`config.mk`:
```
export PLATFORM = sky130hd
export DESIGN_NAME = sdram_arbiter
export DESIGN_NICKNAME = d
export VERILOG_FILES = /design/src/rtl/sdram_arb_pkg.sv /design/src/rtl/sdram_arb_picker.sv /design/src/rtl/sdram_arbiter.sv
export SDC_FILE = /design/constraint.sdc
export NUM_CORES = 1
export LEC_CHECK = 0
export BUFFER_PORTS_ARGS = -buffer_cell sky130_fd_sc_hd__buf_4
export CAP_MARGIN = 20
export CORE_AREA = 2 2 139 141
export DETAILED_ROUTE_END_ITERATION = 6
export DIE_AREA = 0 0 141 143
export GPL_TIMING_DRIVEN = 0
export PLACE_DENSITY_LB_ADDON = 0.08
export SLEW_MARGIN = 5
export SYNTH_ARGS = -nofsm -noshare
export SYNTH_HDL_FRONTEND = slang
export SYNTH_SLANG_ARGS = --single-unit
```
`constraint.sdc`:
```
create_clock -name clk -period 1.6 [get_ports clk]
set_input_delay 0.08 -clock clk [delete_from_list [all_inputs] [get_ports clk]]
set_output_delay 0.08 -clock clk [all_outputs]
set_load 0.05 [all_outputs]
```
`src/rtl/sdram_arb_pkg.sv`:
```
// sdram_arb_pkg: shared state encoding, sizing constants and the rotating priority encoder
package sdram_arb_pkg;
  localparam int MAX_PORTS = 8;
  localparam int OWNER_W = $clog2(MAX_PORTS);
  typedef enum logic [1:0] {IDLE, REQ, WAIT} state_t;
  // Returns {found, index} of the first set request bit scanning upward from off, wrapping at n
  function automatic logic [OWNER_W:0] pri_pick(input logic [MAX_PORTS-1:0] req, input logic [OWNER_W-1:0] off, input int n);
    logic [OWNER_W:0] r;
    int j;
    r = '0;
    for (int i = 0; i < MAX_PORTS; i++) begin
      j = int'(off) + i;
      j = (j >= n) ? j - n : j;
      if (i < n && !r[OWNER_W] && req[j[OWNER_W-1:0]]) r = {1'b1, j[OWNER_W-1:0]};
    end
    return r;
  endfunction
endpackage

```
`src/rtl/sdram_arb_picker.sv`:
```
// sdram_arb_picker: combinational winner select; round-robin above port 0 when SDRAM_ARB_ROUND_ROBIN_EN is defined, else fixed priority
module sdram_arb_picker
  import sdram_arb_pkg::*;
#(
  parameter int NUM_PORTS = 4
) (
  input  logic [NUM_PORTS-1:0] req,
  input  logic [OWNER_W-1:0]   ptr,
  output logic [OWNER_W-1:0]   win,
  output logic                 any
);
  logic [MAX_PORTS-1:0] req_ext;
  logic [OWNER_W:0]     pick;
  assign req_ext = MAX_PORTS'(req);
`ifdef SDRAM_ARB_ROUND_ROBIN_EN
  // The download port always wins; the rest rotate starting at ptr
  assign pick = req_ext[0] ? {1'b1, OWNER_W'(0)} : pri_pick(req_ext & ~MAX_PORTS'(1), ptr, NUM_PORTS);
`else
  // ptr is held at zero by the top, so this is plain lowest-index-wins
  assign pick = pri_pick(req_ext, ptr, NUM_PORTS);
`endif
  assign {any, win} = pick;
endmodule

```
`src/rtl/sdram_arbiter.sv`:
```
// sdram_arbiter: one-outstanding-transaction arbiter sharing the SDRAM controller port; optional SDRAM_ARB_ROUND_ROBIN_EN
module sdram_arbiter
  import sdram_arb_pkg::*;
#(
  parameter int NUM_PORTS  = 4,
  parameter int ADDR_WIDTH = 23,
  parameter int DATA_WIDTH = 32
) (
  input  logic                             clk,
  input  logic                             reset_n,
  input  logic [NUM_PORTS-1:0]             port_req,
  input  logic [NUM_PORTS-1:0]             port_we,
  input  logic [NUM_PORTS*ADDR_WIDTH-1:0]  port_addr,
  input  logic [NUM_PORTS*DATA_WIDTH-1:0]  port_data,
  output logic [NUM_PORTS-1:0]             port_ack,
  output logic [NUM_PORTS-1:0]             port_valid,
  output logic [DATA_WIDTH-1:0]            port_q,
  output logic [ADDR_WIDTH-1:0]            sdram_addr,
  output logic [DATA_WIDTH-1:0]            sdram_data,
  output logic                             sdram_we,
  output logic                             sdram_req,
  input  logic                             sdram_ack,
  input  logic                             sdram_valid,
  input  logic [DATA_WIDTH-1:0]            sdram_q
);
  state_t               state;
  logic [OWNER_W-1:0]   owner, win, ptr;
  logic                 any, rd_done;
  logic [NUM_PORTS-1:0] owner_oh;
  sdram_arb_picker #(.NUM_PORTS(NUM_PORTS)) u_picker (
    .req (port_req),
    .ptr (ptr),
    .win (win),
    .any (any)
  );
`ifdef SDRAM_ARB_ROUND_ROBIN_EN
  // Advance the rotation past each new owner, wrapping back to port 1
  always_ff @(posedge clk or negedge reset_n)
    if (!reset_n) ptr <= '0;
    else if (state == IDLE && any) ptr <= (win == OWNER_W'(NUM_PORTS - 1)) ? OWNER_W'(1) : win + 1'b1;
`else
  assign ptr = '0;
`endif
  // Transaction sequencer: latch the winner's request, hold it until accepted, then wait for read data
  always_ff @(posedge clk or negedge reset_n) begin
    if (!reset_n) begin
      state      <= IDLE;
      owner      <= '0;
      sdram_req  <= 1'b0;
      sdram_we   <= 1'b0;
      sdram_addr <= '0;
      sdram_data <= '0;
    end else begin
      unique case (state)
        IDLE: if (any) begin
          owner      <= win;
          sdram_addr <= ADDR_WIDTH'(port_addr >> (ADDR_WIDTH * int'(win)));
          sdram_data <= DATA_WIDTH'(port_data >> (DATA_WIDTH * int'(win)));
          sdram_we   <= |(port_we & (NUM_PORTS'(1) << win));
          sdram_req  <= 1'b1;
          state      <= REQ;
        end
        REQ: if (sdram_ack) begin
          sdram_req <= 1'b0;
          state     <= (sdram_we || sdram_valid) ? IDLE : WAIT;
        end
        WAIT: if (sdram_valid) state <= IDLE;
        default: state <= IDLE;
      endcase
    end
  end
  assign owner_oh   = NUM_PORTS'(1) << owner;
  assign rd_done    = !sdram_we && sdram_valid && (state == WAIT || (state == REQ && sdram_ack));
  assign port_ack   = (state == REQ && sdram_ack) ? owner_oh : '0;
  assign port_valid = rd_done ? owner_oh : '0;
  assign port_q     = sdram_q;
endmodule
```
==> results of run 1 <==
==> what timing repair did <==
action	CTS	global route
resized for setup	37	16
cloned	5	1
hold buffers	2	0
endpoints found under the setup margin	55	60
endpoints found under the hold margin	62	0
setup buffers	8	4
pin swaps	19	17
==> report_power, final <==
part           internal, mW  switching [mW]
logic                  2.94            4.55
registers              2.30           0.510
clock network          1.53           0.759
==> cells in the mapped netlist (2+ instances only) <==
cell       n
a211o_1   55
a21oi_1   58
buf_2     31
buf_4     35
buf_6     12
clkbuf_1  16
dfrtp_1   61
nand2_1   60
nand2b_1   3
nand3b_1  57
nor2_1    11
nor3_1     2
o21a_1    55
o21ai_0    2
o32a_1    55
==> final cells by class <==
| cell class | count | area [um^2] |
|---|---|---|
| flip-flops and latches | 61 | 1530 |
| fillers | 1866 | 10300 |
| repair buffers | 345 | 2740 |
| well taps | 234 | 293 |
| clock buffers | 13 | 280 |
| inverters | 1 | 3.75 |
| multi-input cells | 374 | 2650 |
| clock inverters | 3 | 65.1 |
| plain buffers | 93 | 676 |
==> metrics by stage <==
step / TNS (ns) / worst slack, ns / instance area (um^2) / std cells
2_1_floorplan: -0.555 / -0.152 / 4760 / 530
3_3_place_gp: -5.35 / -0.121 / 7510 / 1091
3_5_place_dp: -5.97 / -0.143 / 7510 / 1091
4_1_cts: -4.20 / -0.132 / 8200 / 1122
5_1_grt: -7.34 / -0.217 / 8230 / 1124
6_report: -4.75 / -0.148 / 8230 / 1124
==> tightest hold or removal path: stages <==
cell	delay, ns
buf_4	0.07
inv_1	0.04
and2_1	0.13
==> final timing paths <==
kind	startpoint	end	slack, ns	depth (start not counted)
setup / recovery	state[1]	port_ack[0]	-0.15	5
hold / removal	sdram_valid	state[1]	0.03	3
setup reg to reg	state[0]	sdram_data[31]	-0.13	5
hold reg to reg	state[1]	state[0]	0.48	1
max in group asynchronous	reset_n	state[1]	0.55	2
min in group asynchronous	reset_n	sdram_data[18]	0.39	2
==> state kept, by name (all words and copies together) (netlist names) <==
signal and flops:
state 2, sdram_we 1, owner 2, sdram_data 32, sdram_req 1, sdram_addr 23
==> cells by family after synthesis <==
| family | after synthesis |
|---|---|
| simple gates | 143 |
| buf+inv | 95 |
| flops | 61 |
| compound gates | 231 |
==> routing by layer <==
| metal | global-route usage, % | wire, um | up-vias |
|---|---|---|---|
| met2 | 40.2 | 12000 | 236 |
| met4 | 6.63 | 413 | 0 |
| met5 | 0 | 0 | - |
| li1 | - | - | 2697 |
| met1 | 25.7 | 9220 | 2754 |
| met3 | 4.39 | 1370 | 26 |
==> impl_metrics.yaml, run 1 <==
outcome:
  status: "complete, but fails checks"
  violations: "negative setup slack"
clock_tree:
  clock_sinks: 61
  cts_tree: "done"
  worstSkewPairLatency_ns: 0.33
  numCtsBuffers: 9
  cts-htree-levels: 3
  clk_pin_slew_worst_paths_ns: 0.05
  clockBufferDepth: 2
  root_buffer: "clkbuf_16"
yosys:
  synth_area_leaders: "dfrtp_1 32%, o32a_1 12%, a211o_1 10%"
  synth_top_family_by_area: "compound AO/OA/AOI/OAI gates"
  yosysTopAreaCell: "dfrtp_1"
  syn-mean-instance-area_um2: 8.96
  synth.mux.area_fraction_pct: 0
  synth-adder-area-share_pct: 0
  ys.flop_type: "dfrtp_1"
  yosysSeqAreaShare_pct: 32.1
  synth_cell_types: 32
  synth_top_area_share_pct: 32.1
  syn_inst: 530
  ys_seq_elements: 61
  syn-num-nets: 794
  ys_warn_count: 0
  synthSimpleGateAreaFrac_pct: 17.1
  ys_async_sr_fraction_pct: 100
  netlist_area_um2: 4750
  synth_compound_gate_area_share_pct: 37.7
  synth-xor-area-share_pct: 0
  synth_edf_count: 0
route:
  vias_per_cell: 5.08
  wire_per_inst_um: 20.5
  remaining_drc_errors: 0
  drt_iter0_drc: 275
  antenna_left: 0
  wl_mm: 23.0
  vias: 5713
  dr.pass1.iters: 4
global_route:
  grt_overflow_total: 0
  grt_pass1_wl_mm: 33.5
  first_global_vias: 5962
  grt_use_total_pct: 21.9
  antenna_found_initial: 0
  grt_max_degree: 62
placed_design:
  io_buffers: 327
  dp_hpwl_mm: 17.2
  gp_congestion: 0.815
timing:
  max_freq_mhz: 572
  timing.slew.headroom_pct: 41.7
  period_share_pct: 109
  max_slew.worst_pin.slew_ns: 0.875
  setup_slack_ns: -0.148
  min_period_ns: 1.75
  hold_ws_ns: 0.0275
  drv_slew: 0
  fin_skew_ns: 0.00383
  final-setup-viol-count: 53
  rsz0062_at_grt: "true"
  hold_viol: 0
pwr:
  power_density_nw_per_um2: 1530
  peakVddDrop_v: 0.000628
  power_mw: 12.6
  p_leak_nw: 3.82
setup_path:
  path_buf_inv: 3
  end_kind: "output pin"
  crit_top_cell: "buf_6"
  critical_path_class: "reg -> out"
  crit_path_max_incr_delay_ns: 0.42
  path_max_fanout: 6
  cp_data_required_time_ns: 1.52
  cp.arrival_ns: 1.67
  crit_path_top_delay_cell: "dfrtp_2"
  startpoint_type: "flip-flop"
  critPathTopFamily: "buffers and inverters"
  cp_cell_sequence: "nand3b_1 -> buf_4 -> buf_6 -> nor3_4 -> buf_6"
floorplanning:
  dieArea_um2: 20200
  die_y_um: 143
  die_w_um: 141
  rows: 50
  core_area_um2: 18600
  initial_core_util_pct: 25.6
  num_io_pins: 361
finish:
  syn_to_final_growth_pct: 73.4
  antenna_cells: 0
  final_core_util_pct: 44.3
  drive_gt1_share_pct: 50.9
  layout.nets: 1149
  layout_commonest_cell: "buf_4"
  most-common-layout-cells: "361 x buf_4, 60 x nand2_1, 60 x dfrtp_1"
worst_hold_path:
  min_path_type: "in -> reg"
run:
  drv_cap: 0
(Power assumes the default switching activity.)
==> run 2: changes to the inputs <==
Settings changed: CORE_AREA 2 2 139 141 to 2 2 142 144, DIE_AREA 0 0 141 143 to 0 0 144 146, SYNTH_HIERARCHICAL set to 1.
==> run 2 against run 1 <==
Net effect: the flow still finishes with violations (negative setup slack); cell area is 4.8% lower; combinational power is 12% lower; first-iteration DRC count is 52% lower; routed wire length is 22% lower.
==> impl_metrics.yaml, run 2 <==
pwr:
  power_density_nw_per_um2: 1450
  peakVddDrop_v: 0.000522
  power_mw: 11.4
  p_leak_nw: 3.77
route:
  dr.pass1.iters: 6
  wl_mm: 17.9
  drt_iter0_drc: 133
  antenna_left: 0
  remaining_drc_errors: 0
  vias: 4198
  wire_per_inst_um: 19.1
  vias_per_cell: 4.50
floorplanning:
  die_y_um: 146
  num_io_pins: 361
  rows: 51
  die_w_um: 144
  core_area_um2: 19300
  initial_core_util_pct: 21.6
  dieArea_um2: 21000
finish:
  largest_register: "sdram_data"
  reg_top3: "sdram_data x32, sdram_addr x23, owner x3"
  stdcell_area_um2: 7840
  most-common-layout-cells: "367 x buf_4, 60 x dfrtp_1, 58 x mux4_2"
  antenna_cells: 0
  largest_reg_flops: 32
  syn_to_final_growth_pct: 87.3
  drive_gt1_share_pct: 74.9
  layout.nets: 929
  fillers: 1869
  layout_commonest_cell: "buf_4"
worst_hold_path:
  hold_depth: 3
  min_to: "state[0]"
  worstHoldStart: "sdram_ack"
  min_path_type: "in -> reg"
timing:
  rsz0062_at_grt: "true"
  period_share_pct: 126
  max_slew.worst_pin.slew_ns: 0.832
  hold_viol: 0
  final-setup-viol-count: 67
  min_period_ns: 2.02
  setup_slack_ns: -0.416
  timing.slew.headroom_pct: 44.5
  fin_skew_ns: 0.00571
  max_freq_mhz: 496
  drv_slew: 0
setup_path:
  rr_startpoint: "state[1]"
  path_max_fanout: 8
  reg2reg_to: "sdram_data[5]"
  startpoint_type: "primary input"
  cp_data_required_time_ns: 1.81
  r2r_cells: 6
  rrSetupSlack_ns: -0.23
  critical_path_class: "in -> reg"
  end_kind: "flip-flop"
  cp.arrival_ns: 2.23
yosys:
  syn-mean-instance-area_um2: 14.2
  ys_warn_count: 6
  ys_async_sr_fraction_pct: 100
  synth_cell_types: 39
  synth_top_area_share_pct: 37.1
  synth_top_cells_by_count: "62 x dfrtp_1, 57 x a22o_1, 57 x mux4_2"
  synth_area_leaders: "dfrtp_1 37%, mux4_2 31%, a22o_1 12%"
  ys.flop_type: "dfrtp_1"
  syn_inst: 295
  ys_seq_elements: 62
  yosysSeqAreaShare_pct: 37.1
  netlist_area_um2: 4190
  synth_edf_count: 0
  synth.most_common_cell: "dfrtp_1"
  yosysTopAreaCell: "dfrtp_1"
placed_design:
  gp_congestion: 0.776
  dp_hpwl_mm: 14.3
  io_buffers: 328
  placed_area_um2: 7070
global_route:
  grt_pass1_wl_mm: 25.8
  grt_use_total_pct: 16.3
  grt_overflow_total: 0
  antenna_found_initial: 1
  first_global_vias: 4607
  grt_max_degree: 63
outcome:
  status: "complete, but fails checks"
  violations: "negative setup slack"
clock_tree:
  clk_pin_slew_worst_paths_ns: 0.06
  worstSkewPairLatency_ns: 0.33
  clockBufferDepth: 2
  cts-htree-levels: 3
  cts_tree: "done"
  clock_sinks: 62
  numCtsBuffers: 9
  root_buffer: "clkbuf_16"
run:
  drv_cap: 0
-- run 2: changes by cell type after synthesis, sizes merged, moves of 53 or more --
cell	delta
nand2	-59
a22o	+57
a211o	-55
o32a	-55
o21a	-55
mux4	+58
nand3b	-55
a21oi	-53
-- run 2: timing repair --
action                     in CTS  in global routing
buffers inserted               15                  7
cloned                          1                  1
setup endpoints to repair      66                 67
hold buffers                    2                  0
gates resized for setup        52                 10
hold endpoints to repair       63                  0
pin swaps                      10                  9
-- run 2: worst max-delay path by stage --
stage | from | end | slack (ns) | cells after the start
after floorplan | port_req[1] | sdram_data[10] | -0.52 | 8
after global placement | port_req[1] | sdram_data[10] | -1.00 | 8
after detailed placement | port_req[3] | sdram_data[10] | -1.04 | 9
after CTS | port_req[1] | sdram_data[10] | -0.42 | 9
after global routing | port_req[1] | sdram_addr[14] | -0.45 | 9
final | port_req[1] | sdram_data[10] | -0.42 | 9
-- run 2: area by class of cell --
class	count	area [um^2]	share of cell area [%]
tap	265	332	4.23
sequential	62	1550	19.8
clock inverter	7	121	1.55
clock buffer	9	225	2.87
multi-input combinational	177	2350	29.9
timing repair buffer	351	2770	35.3
buffer	59	484	6.18
inverter	3	11.3	0.144
-- run 2: where the power goes --
part | switching, mW | total [mW] | internal (mW)
Combinational | 3.79 | 6.56 | 2.77
Clock | 0.754 | 2.28 | 1.53
Sequential | 0.395 | 2.55 | 2.15
Total | 4.94 | 11.4 | 6.45
-- run 2: logic make-up after synthesis --
group,Yosys count,synth area share [%]
multiplexers,66,33.4
buffers and inverters,63,10.2
flip-flops,62,37.1
adder cells (fa/ha/maj),2,0.598
AO/OA/AOI/OAI,74,14.6
other,2,0.179
AND/OR/NAND/NOR,26,3.98
-- run 2: critical path, stage by stage --
cell and delay [ns]:
buf_8 0.09, mux4_2 0.46, and2_4 0.17, a31o_1 0.19
a22o_4 0.27, buf_12 0.16, buf_12 0.14, mux4_2 0.46
a22o_1 0.20
-- run 2: through the flow --
step	setup WS, ns	hold slack, ns	instances	utilization, %	TNS [ns]
detailed placement	-1.04	0.242	895	36.6	-51.58
floorplan	-0.519	-0.216	302	-	-27.60
global placement	-1.00	0.227	895	36.6	-49.47
CTS	-0.421	0.0148	928	40.1	-21.92
global route	-0.452	0.0342	933	40.5	-24.66
finish	-0.416	0.0363	933	40.5	-21.74
-- run 2: layer usage --
metal	vias to the layer above	track usage [%]	share of wire, %
li1	1905	-	-
met1	2048	17.4	35
met2	229	30.4	53
met3	14	5.56	10
met4	2	3.82	1.1
met5	-	0	0.056
==> run 3: changes to the inputs <==
Settings changed: CORE_AREA 2 2 142 144 to 2 2 140 142, CTS_BUF_LIST set to sky130_fd_sc_hd__clkbuf_8, DIE_AREA 0 0 144 146 to 0 0 142 144.
==> run 3 against run 2 <==
Net effect: the flow still finishes with violations (negative setup slack); cell area fell by 2.7%; total power is 8.4% lower; core utilization down 0.56 points; critical endpoint is now sdram_data[12]; via count stayed put; combinational power shrank 0.9%; hold slack improved by 0.12 ns; sequential cell count stayed put.
==> impl_metrics.yaml, run 3 (synthesized netlist as in run 2, its figures left out) <==
outcome:
  status: "complete, but fails checks"
  violations: "negative setup slack"
setup_path:
  critical_path_class: "in -> reg"
  startpoint_type: "primary input"
  path_buf_inv: 3
  cp.depth: 9
  r2r_cells: 4
  critPathTopFamily: "multiplexers"
  rrSetupSlack_ns: -0.09
  cp-startpoint: "port_req[1]"
  cp_cell_sequence: "buf_6 -> mux4_2 -> and2_4 -> a31o_1 -> a22o_4 -> buf_12 -> buf_12 -> mux4_2 -> a22o_1"
  cp-endpoint: "sdram_data[12]"
  rr_startpoint: "state[1]"
  path_max_fanout: 10
  crit_path_top_delay_cell: "mux4_2"
  end_kind: "flip-flop"
  reg2reg_to: "sdram_addr[8]"
  cp_data_required_time_ns: 1.84
  crit_path_max_incr_delay_ns: 0.46
  cp.arrival_ns: 2.23
clock_tree:
  numCtsBuffers: 9
  clockBufferDepth: 2
  worstSkewPairLatency_ns: 0.35
  clock_sinks: 62
  cts-htree-levels: 3
  clk_pin_slew_worst_paths_ns: 0.07
  cts_tree: "done"
  root_buffer: "clkbuf_8"
timing:
  min_period_ns: 1.99
  rsz0062_at_grt: "true"
  fin_setup_tns_ns: -19.97
  hold_viol: 0
  setup_slack_ns: -0.390
  max_freq_mhz: 503
  drv_slew: 0
  final-setup-viol-count: 65
  period_share_pct: 124
  timing.slew.headroom_pct: 42.6
  fin_skew_ns: 0.00428
  max_slew.worst_pin.slew_ns: 0.861
floorplanning:
  num_io_pins: 361
  core_area_um2: 19100
  die_w_um: 142
  rows: 51
  dieArea_um2: 20400
  initial_core_util_pct: 21.9
  die_y_um: 144
route:
  vias: 4198
  remaining_drc_errors: 0
  wire_per_inst_um: 19.4
  drt_iter0_drc: 143
  antenna_left: 0
  wl_mm: 17.6
  vias_per_cell: 4.63
  dr.pass1.iters: 6
global_route:
  busiest_layer: "met2"
  antenna_found_initial: 2
  grt_use_total_pct: 16.5
  grt_max_degree: 63
  grt_pass1_wl_mm: 25.1
  met1_usage_pct: 18.2
  grt_overflow_total: 0
  use_met3_pct: 6.06
  grt_use_met2_pct: 29.2
  first_global_vias: 4498
placed_design:
  dp_hpwl_mm: 14.0
  placed_area_um2: 7040
  io_buffers: 328
  gp_congestion: 0.731
  dp_slack_ns: -1.03
pwr:
  p_seq_share_pct: 24.4
  sw_frac_of_total_pct: 46.4
  p_switching_mw: 4.84
  p_leak_nw: 3.68
  power_density_nw_per_um2: 1370
  peakVddDrop_v: 0.000462
  internal_power_mw: 5.59
  power_frac_clock_pct: 13.3
  combPwrFrac_pct: 62.3
finish:
  most-common-layout-cells: "367 x buf_4, 60 x dfrtp_1, 58 x mux4_2"
  largest_register: "sdram_data"
  drive_gt1_share_pct: 74.7
  syn_to_final_growth_pct: 82.3
  layout_commonest_cell: "buf_4"
  stdcell_area_um2: 7630
  fillers: 1874
  reg_top3: "sdram_data x32, sdram_addr x23, owner x3"
  register_area_um2: 1550
  largest_reg_flops: 32
  layout.nets: 929
  multiInputGateArea_um2: 2360
worst_hold_path:
  min_path_type: "in -> reg"
  worstHoldStart: "port_we[0]"
run:
  drv_cap: 0
[run 3: cell count changes in the layout (fill, tap and decap cells not counted), moves of 2 or more]
cell | previous run | this run
bufinv_16 | 3 | 1
clkbuf_16 | 10 | 0
dlygate4sd3_1 | 2 | 4
clkbuf_8 | 0 | 10
clkinv_4 | 2 | 0
buf_8 | 4 | 1
[run 3: power by group through the flow]
| stage | Combinational [mW] | Clock (mW) | Sequential (mW) |
|---|---|---|---|
| after CTS | 6.54 | 1.47 | 2.54 |
| after global routing | 6.86 | 1.53 | 2.63 |
| after global placement | 6.09 | 0 | 2.54 |
| final | 6.50 | 1.39 | 2.54 |
| after detailed placement | 6.14 | 0 | 2.55 |
| after floorplan | 2.28 | 0 | 4.28 |
[run 3: repair_timing]
item                                    CTS  global route
endpoints found under the setup margin   66            66
hold buffers                              4             0
pin swaps                                13            15
gates cloned                              1             0
hold endpoints to repair                 64             0
setup buffers                            14             4
resized for setup                        47             9
[run 3: per-stage QoR]
| step | instances | total power, mW | hold slack (ns) | utilization, % |
|---|---|---|---|---|
| global placement | 868 | 8.63 | 0.222 | 36.9 |
| detailed placement | 868 | 8.69 | 0.241 | 36.9 |
| finish | 906 | 10.4 | 0.156 | 40.0 |
| global route | 905 | 11.0 | 0.149 | 40.0 |
| floorplan | 302 | 6.55 | -0.216 | - |
| CTS | 902 | 10.5 | 0.127 | 39.7 |
[run 3: worst min-delay path by stage]
stage                         end  slack, ns  cells past startpoint
floorplan                owner[0]      -0.22                      0
global placement    sdram_data[7]       0.22                      1
detailed placement       state[1]       0.24                      2
CTS                 sdram_addr[2]       0.13                      3
global route        sdram_addr[1]       0.15                      3
finish                   sdram_we       0.16                      3
[run 3: tightest hold or removal path, cell delays in order]
cell and delay [ns]:
buf_4 0.07, mux4_2 0.21, a22o_1 0.11
[run 3: area by class of cell]
cell class | count | area share, %
repair buffers | 351 | 35.9
multi-input cells | 177 | 30.9
flip-flops and latches | 62 | 20.4
plain buffers | 59 | 6.27
well taps | 238 | 3.90
clock buffers | 10 | 1.80
clock inverters | 5 | 0.672
inverters | 3 | 0.148
diodes | 1 | 0.0328
[run 3: per-layer routing]
layer	share of wire, %	wire length, um
met1	36	6360
met5	0.057	10
met2	52	9070
met4	1.7	302
met3	10	1820
